[src/rtl/mux4_rr_arbiter_if.sv]
// Bundle of request, source-data and arbitrated-output signals shared by the
// four requesters, the round-robin arbiter and the downstream consumer.
interface mux4_rr_arbiter_if #(
  parameter int n = 3
);
  logic [3:0]   req;
  logic [n-1:0] x;
  logic [n-1:0] y;
  logic [n-1:0] a;
  logic [n-1:0] b;
  logic [3:0]   gnt;
  logic [1:0]   sel;
  logic [n-1:0] f;
  logic         f_valid;
  logic         busy;

  modport master (
    output req, x, y, a, b,
    input  gnt, sel, f, f_valid, busy
  );

  modport slave (
    input  req, x, y, a, b,
    output gnt, sel, f, f_valid, busy
  );
endinterface

[src/rtl/mux4_rr_arbiter.sv]
// Round-robin arbiter that time-shares one registered 4:1 mux among four
// requesters, with a bounded hold time whenever another requester is waiting.
module mux4_rr_arbiter #(
  parameter int n        = 3,
  parameter int HOLD_MAX = 4
) (
  input  logic              clk,
  input  logic              reset,
  mux4_rr_arbiter_if.slave  bus
);

  localparam int HW = $clog2(HOLD_MAX + 1);

  typedef enum logic {
    IDLE,
    GRANT
  } state_t;

  state_t       state, state_n;
  logic [3:0]   gnt, gnt_n;
  logic [1:0]   sel, sel_n;
  logic [1:0]   ptr, ptr_n;
  logic [n-1:0] f, f_n;
  logic         f_valid, f_valid_n;
  logic [HW-1:0] hold_cnt, hold_n;

  logic [n-1:0] data_sel;
  logic [3:0]   others;
  logic [2:0]   idle_pick;
  logic [2:0]   next_pick;
  logic         release_now;

  // Returns {found, index} of the first set bit of r scanning start, start+1, ... mod 4.
  function automatic logic [2:0] pick(input logic [3:0] r, input logic [1:0] start);
    logic [2:0] res;
    logic [1:0] k;
    res = 3'b000;
    for (int i = 3; i >= 0; i--) begin
      k = start + 2'(i);
      if (r[k]) res = {1'b1, k};
    end
    return res;
  endfunction

  always_comb begin
    data_sel = bus.x;
    case (sel)
      2'd0: data_sel = bus.x;
      2'd1: data_sel = bus.y;
      2'd2: data_sel = bus.a;
      2'd3: data_sel = bus.b;
      default: data_sel = bus.x;
    endcase
  end

  always_ff @(posedge clk or posedge reset) begin
    if (reset) begin
      state    <= IDLE;
      gnt      <= 4'b0000;
      sel      <= 2'd0;
      ptr      <= 2'd0;
      f        <= '0;
      f_valid  <= 1'b0;
      hold_cnt <= '0;
    end else begin
      state    <= state_n;
      gnt      <= gnt_n;
      sel      <= sel_n;
      ptr      <= ptr_n;
      f        <= f_n;
      f_valid  <= f_valid_n;
      hold_cnt <= hold_n;
    end
  end

  always_comb begin
    state_n     = state;
    gnt_n       = gnt;
    sel_n       = sel;
    ptr_n       = ptr;
    f_n         = f;
    f_valid_n   = f_valid;
    hold_n      = hold_cnt;
    others      = bus.req & ~(4'b0001 << sel);
    idle_pick   = pick(bus.req, ptr);
    next_pick   = pick(others, sel + 2'd1);
    release_now = !bus.req[sel] || ((hold_cnt == HW'(HOLD_MAX)) && (|others));

    case (state)
      IDLE: begin
        f_valid_n = 1'b0;
        if (idle_pick[2]) begin
          state_n = GRANT;
          gnt_n   = 4'b0001 << idle_pick[1:0];
          sel_n   = idle_pick[1:0];
          hold_n  = HW'(1);
        end
      end

      GRANT: begin
        // A preempted owner still transfers its final word on the handoff edge.
        if (bus.req[sel]) begin
          f_n       = data_sel;
          f_valid_n = 1'b1;
        end else begin
          f_valid_n = 1'b0;
        end

        if (release_now) begin
          ptr_n = sel + 2'd1;
          if (next_pick[2]) begin
            gnt_n  = 4'b0001 << next_pick[1:0];
            sel_n  = next_pick[1:0];
            hold_n = HW'(1);
          end else begin
            state_n = IDLE;
            gnt_n   = 4'b0000;
            hold_n  = '0;
          end
        end else if (hold_cnt < HW'(HOLD_MAX)) begin
          hold_n = hold_cnt + HW'(1);
        end
      end

      default: begin
        state_n = IDLE;
        gnt_n   = 4'b0000;
      end
    endcase
  end

  assign bus.gnt     = gnt;
  assign bus.sel     = sel;
  assign bus.f       = f;
  assign bus.f_valid = f_valid;
  assign bus.busy    = (state == GRANT);

endmodule

[src/flat_wrapper.sv]
// flat-port wrapper written by rule: the top's interface ports become plain ports
module mux4_rr_arbiter_flat 
#(
  parameter int n        = 3,
  parameter int HOLD_MAX = 4
)
  (clk, reset, bus_req, bus_x, bus_y, bus_a, bus_b, bus_gnt, bus_sel, bus_f, bus_f_valid, bus_busy);
  mux4_rr_arbiter_if #(.n(n)) bus_i ();
  input  logic clk;
  input  logic reset;
  input wire logic [$bits(bus_i.req)-1:0] bus_req;
  input wire logic [$bits(bus_i.x)-1:0] bus_x;
  input wire logic [$bits(bus_i.y)-1:0] bus_y;
  input wire logic [$bits(bus_i.a)-1:0] bus_a;
  input wire logic [$bits(bus_i.b)-1:0] bus_b;
  output wire logic [$bits(bus_i.gnt)-1:0] bus_gnt;
  output wire logic [$bits(bus_i.sel)-1:0] bus_sel;
  output wire logic [$bits(bus_i.f)-1:0] bus_f;
  output wire logic [$bits(bus_i.f_valid)-1:0] bus_f_valid;
  output wire logic [$bits(bus_i.busy)-1:0] bus_busy;
  assign bus_i.req = bus_req;
  assign bus_i.x = bus_x;
  assign bus_i.y = bus_y;
  assign bus_i.a = bus_a;
  assign bus_i.b = bus_b;
  assign bus_gnt = bus_i.gnt;
  assign bus_sel = bus_i.sel;
  assign bus_f = bus_i.f;
  assign bus_f_valid = bus_i.f_valid;
  assign bus_busy = bus_i.busy;
  mux4_rr_arbiter #(.n(n), .HOLD_MAX(HOLD_MAX)) u_core (.clk(clk), .reset(reset), .bus(bus_i));
endmodule
[config.mk]
export PLATFORM = sky130hd
export DESIGN_NAME = mux4_rr_arbiter_flat
export DESIGN_NICKNAME = d
export VERILOG_FILES = /design/src/rtl/mux4_rr_arbiter_if.sv /design/src/rtl/mux4_rr_arbiter.sv /design/src/flat_wrapper.sv
export SDC_FILE = /design/constraint.sdc
export NUM_CORES = 1
export LEC_CHECK = 0
export BUFFER_PORTS_ARGS = -buffer_cell sky130_fd_sc_hd__buf_2
export CAP_MARGIN = 30
export CORE_ASPECT_RATIO = 0.75
export CORE_MARGIN = 10
export CORE_UTILIZATION = 45
export DETAILED_ROUTE_END_ITERATION = 10
export GPL_ROUTABILITY_DRIVEN = 0
export PLACE_DENSITY = 0.69
export SYNTH_ARGS = -nofsm -noshare
export SYNTH_HDL_FRONTEND = slang
export SYNTH_SLANG_ARGS = --single-unit
export TNS_END_PERCENT = 20
[constraint.sdc]
create_clock -name clk -period 4.3 [get_ports clk]
set_input_delay 0.43 -clock clk [delete_from_list [all_inputs] [get_ports clk]]
set_output_delay 0.43 -clock clk [all_outputs]
set_load 0.02 [all_outputs]
* After elaboration in Yosys (flattened, before gate mapping)
Index checks and enable logic that the tools add are counted.
** Word-level totals
- Output and inout port bits :: 11
- ROM bits :: 0
- Register bits after elaboration :: 16
- Memories :: 0
- Latch bits :: 0
- RAM bits :: 0
- Word-level logic and storage cells :: 95
- Input bits :: 18
** Operators by class
- Mux-type cells :: 46
- Add/sub/neg operators :: 8
- Divide/modulo/power cells :: 0
- Equal/unequal tests :: 8
- Multiply operators :: 0
- Order comparisons :: 10
- Shift-type cells :: 3
- Bitwise gates (word level) :: 3
- Reduce and logical (&&, ||, !) cells :: 10
** Operators by type and width (number)
- 3-bit 2-to-1 mux :: 11
- 2-bit by 3-bit less-than comparator with 1-bit output (second input constant) :: 9
- 1-bit binary-select mux with 2-bit select :: 9
- 1-bit 2-to-1 mux :: 14
- 4-bit 2-to-1 mux :: 3
- 3-bit case mux with 4 select lines :: 1
- 1-bit by 2-bit << shifter with 4-bit output (first input constant) :: 3
- 2-bit adder (second input constant) :: 4
- 4-bit case mux with 2 select lines :: 1
- 2-bit AND reduction :: 4
- 2-bit by 1-bit adder with 2-bit output (second input constant) :: 3
- 2-bit 2-to-1 mux :: 3
- 3-bit case mux with 2 select lines :: 1
- 4-bit bitwise AND :: 1
- 2-bit == test (second input constant) :: 2
- 2-bit inequality test (second input constant) :: 2
- 4-bit NOT :: 1
- 1-bit case mux with 2 select lines :: 2
- 2-bit case mux with 2 select lines :: 1
- 4-bit OR reduction :: 1
- 3-bit by 1-bit adder with 3-bit output (second input constant) :: 1
- 3-bit == test (second input constant) :: 1
- 3-bit less-than comparator (second input constant) :: 1
- 3-bit inequality test (second input constant) :: 1
- 8 further kinds :: 8

* Depth between registers and ports, before layout
- Depth in word-level cells :: 13
- Mapped depth :: 8
- Depth with buffers taken out :: 7

* Worst setup path after synthesis
OpenSTA, ideal clock, no wires.
- Path type :: reg2reg
- Start :: register u_core.sel[0] (netlist: u_core.bus.sel[0])
- End :: register u_core.gnt[0] (netlist: u_core.bus.gnt[0])
- Required time :: 4.213 ns
- Path slack :: 1.911 ns
- Arrival time :: 2.302 ns
- Cell stages (with the launch flop) :: 9
- Library setup time :: 0.087 ns
- Path buffers :: 1
- Period minus slack after synthesis :: 2.389 ns
- Cells stage by stage :: dfrtp_1 buf_2 inv_1 ha_1 or4bb_1 o311a_1 o22ai_1 o2111ai_1 o211ai_1
** Between the ends
- Longest elaborated chain between the ends :: 13
- Elaborated cells on any way between the ends :: 31
- Those cells by class :: add/sub (4); eq/ne (1); shift (2); mux (17); bitwise (2); reduce/logical (5)
** RTL lines
- from (decl) :: RTL line mux4_rr_arbiter.sv:21 : logic [1:0] sel, sel_n;
- from (signal assigned) :: RTL line mux4_rr_arbiter.sv:68 : sel <= sel_n;
- branches (longest 13 deep; another with 2-bit by 1-bit adder with 2-bit output)
- to (signal assigned) :: RTL line mux4_rr_arbiter.sv:67 : gnt <= gnt_n;
- to (decl) :: RTL line mux4_rr_arbiter.sv:20 : logic [3:0] gnt, gnt_n;
Several ways; the timed one is not identified. The select of a mux whose other input is x is not followed.
A chain may end at the register's enable or synchronous reset.

* Worst setup path after layout
Same ends and word-level chain as after synthesis.

==> impl_metrics.env <==
export IMPL_initial_core_util=0.471
export IMPL_rsz0062_at_grt="no"
export IMPL_grt_pass1_vias=1135
export IMPL_syn_num_nets=160
export IMPL_nets=187
export IMPL_die_h_um=65.4
export IMPL_insertion_delay_ns=0.25
export IMPL_synthTopCellsByArea="dfrtp_1 32%, ha_1 6.1%, nor2_1 4.6%"
export IMPL_n_antenna_cell=0
export IMPL_placed_cells=194
export IMPL_avgSynthCellArea_um2=9.08
export IMPL_routed_wirelength_um=3100
export IMPL_worst_slack_ns=1.75
export IMPL_p_per_area_mw_per_mm2=751
export IMPL_final_hold_viol_count=0
export IMPL_path_clk_slew_ns=0.06
export IMPL_drt_met1_wl_um=1300
export IMPL_netlist_top_cell_by_area="dfrtp_1"
export IMPL_crit_required_ns=4.46
export IMPL_fin_crit_ns=2.55
export IMPL_path_buf_inv=1
export IMPL_met2WireLength_um=1420
export IMPL_rows=16
export IMPL_core_area_mm2=0.00262
export IMPL_synthCells=136
export IMPL_antenna_found_initial=0
export IMPL_grt_overflow=0
export IMPL_tightest_slew_ns=0.595
export IMPL_setup_viol=0
export IMPL_crit_fanout=16
export IMPL_slowest_delay_ns=0.63
export IMPL_io_pins=29
export IMPL_synth_most_common_cell="dfrtp_1"
export IMPL_path_delay_family="compound AO/OA/AOI/OAI gates"
export IMPL_cp_end_kind="register"
export IMPL_p_leak_nw=0.646
export IMPL_fin_skew_ns=0.00252
export IMPL_cp_arrival_ns=2.71
export IMPL_routed_top_layer="met4"
export IMPL_synthFlopType="dfrtp_1"
export IMPL_port_buffers=28
export IMPL_holdWs_ns=0.237
export IMPL_cts_made_buffers=3
export IMPL_synth_top_area_share=0.324
export IMPL_wl_per_cell_um=15.7
export IMPL_hp_class="in -> async"
export IMPL_instances_no_fill=198
export IMPL_cts_hold_buf=0
export IMPL_ir_worst_vdd_v=0.000363
export IMPL_dr_pass1_iters=4
export IMPL_clockBufferDepth=2
export IMPL_viasPerCell=5.79
export IMPL_pre_cts_ws_ns=1.78
export IMPL_finalSetupTns_ns=0
export IMPL_drc=0
export IMPL_clock_root_buffer="clkbuf_8"
export IMPL_postRouteAntennaNets=0
export IMPL_ctsResizeCount=0
export IMPL_cts_tree="built"
export IMPL_post_cts_setup_buffers=0
export IMPL_seq_area_frac_synth=0.324
export IMPL_report_final_slew_viol_count=0
export IMPL_drive_gt1_frac=0.272
export IMPL_yosys_warnings=0
export IMPL_drt_initial_drc_count=113
export IMPL_num_vias=1146
export IMPL_crit_path_cell_trace="inv_1 > ha_1 > or4bb_1 > o311a_1 > o22ai_1 > o2111ai_1 > o211ai_1"
export IMPL_maxCapViolCount=0
export IMPL_outcome="finished clean"
export IMPL_synthArstFlopShare=1.00
export IMPL_ys_seq_elements=16
export IMPL_grt_usage=0.118
export IMPL_crit_type="reg -> reg"
export IMPL_die_w_um=80.5
export IMPL_start_kind="register"
export IMPL_fmax_ghz=0.393
export IMPL_crit_path_top_delay_cell="dfrtp_1"
export IMPL_wl_met3_um=375
export IMPL_htreeDepth=1
export IMPL_place_hpwl_um=2430
export IMPL_grt_max_degree=17
export IMPL_netlist_area_mm2=0.00123
export IMPL_maxSlewHeadroom=0.600
export IMPL_synth_cell_type_count=53
export IMPL_fin_crit_sh=0.592
export IMPL_die_area_mm2=0.00526
export IMPL_synth_edff_count=0
export IMPL_synthTopCellsByCount="16 x dfrtp_1, 15 x nor2_1, 9 x nand2_1, 9 x o21ai_0"
export IMPL_cts_num_sinks=16
export IMPL_area_growth_pct=16.1
export IMPL_grt_pass1_wl_um=5230
-- report_power, final --
group	switching [mW]	leakage [nW]	internal (mW)
Combinational	0.384	0.425	0.262
Clock	0.0518	0.0288	0.0812
Sequential	0.0744	0.193	0.224
-- placed cells by master (no fill, tap or decap), drive strengths merged, types with 2 or more instances in the layout --
| master | netlist | layout |
|---|---|---|
| buf | 5 | 28 |
| dfrtp | 16 | 16 |
| nor2 | 15 | 15 |
| nand2 | 10 | 10 |
| o21ai | 10 | 10 |
| a21oi | 10 | 10 |
| inv | 9 | 9 |
| ha | 6 | 6 |
| nand2b | 5 | 5 |
| a31oi | 4 | 4 |
| clkbuf | 1 | 4 |
| a222oi | 3 | 3 |
| nor2b | 3 | 3 |
| and2 | 2 | 2 |
| nand3b | 2 | 2 |
| o22ai | 2 | 2 |
| or3 | 2 | 2 |
| nand3 | 2 | 2 |
| o41ai | 2 | 2 |
| nor4 | 2 | 2 |
| a22oi | 2 | 2 |
| or3b | 2 | 2 |
-- sequential cells by signal, summed over array words and instances, names as in the netlist --
signal	flops
u_core.bus.busy	1
u_core.bus.f	3
u_core.bus.f_valid	1
u_core.bus.gnt	4
u_core.bus.sel	2
u_core.hold_cnt	3
u_core.ptr	2
-- path summary, 6_finish.rpt --
path / to / startpoint / slack (ns) / cells past startpoint
worst max-delay path: u_core.bus.gnt[0] / u_core.bus.sel[0] / 1.75 / 7
max in group asynchronous: u_core.bus.f_valid / reset / 3.67 / 2
worst min-delay path: u_core.bus.gnt[3] / reset / 0.24 / 2
worst max register to register: u_core.bus.gnt[0] / u_core.bus.sel[0] / 1.75 / 7
min in group clk: u_core.bus.f[0] / bus_x[0] / 0.49 / 3
worst min register to register: u_core.bus.f[0] / u_core.bus.f[0] / 0.49 / 2
-- cells by family (layout without fill, tap and decap cells) --
family / after synthesis / in the layout / synth area share
buffers and inverters: 15 / 41 / 0.0608
AND/OR/NAND/NOR: 48 / 48 / 0.215
AO/OA/AOI/OAI: 49 / 49 / 0.313
multiplexers: 2 / 2 / 0.0263
adder cells (fa/ha/maj): 6 / 6 / 0.0608
flip-flops: 16 / 16 / 0.324
-- routing by layer --
metal | vias to the layer above | GRT usage
met4 | 0 | 0.0154
li1 | 554 | -
met1 | 547 | 0.145
met5 | - | 0
met3 | 2 | 0.0516
met2 | 43 | 0.191
-- stage by stage --
stage                     instance area (um^2)  power, mW  utilization
after global placement                    1380      0.928        0.526
after floorplan                           1230      0.788            -
after detailed placement                  1380      0.948        0.526
after global routing                      1430       1.18        0.547
final                                     1430       1.08        0.547
after CTS                                 1430       1.09        0.547
-- final cells by class --
class / count / area, um^2
Clock buffer: 4 / 55.1
Fill cell: 254 / 1190
Inverter: 9 / 33.8
Multi-Input combinational cell: 105 / 759
Sequential cell: 16 / 400
Tap cell: 36 / 45.0
Timing Repair Buffer: 28 / 140
Note: power is estimated with default switching activity, not from simulation.
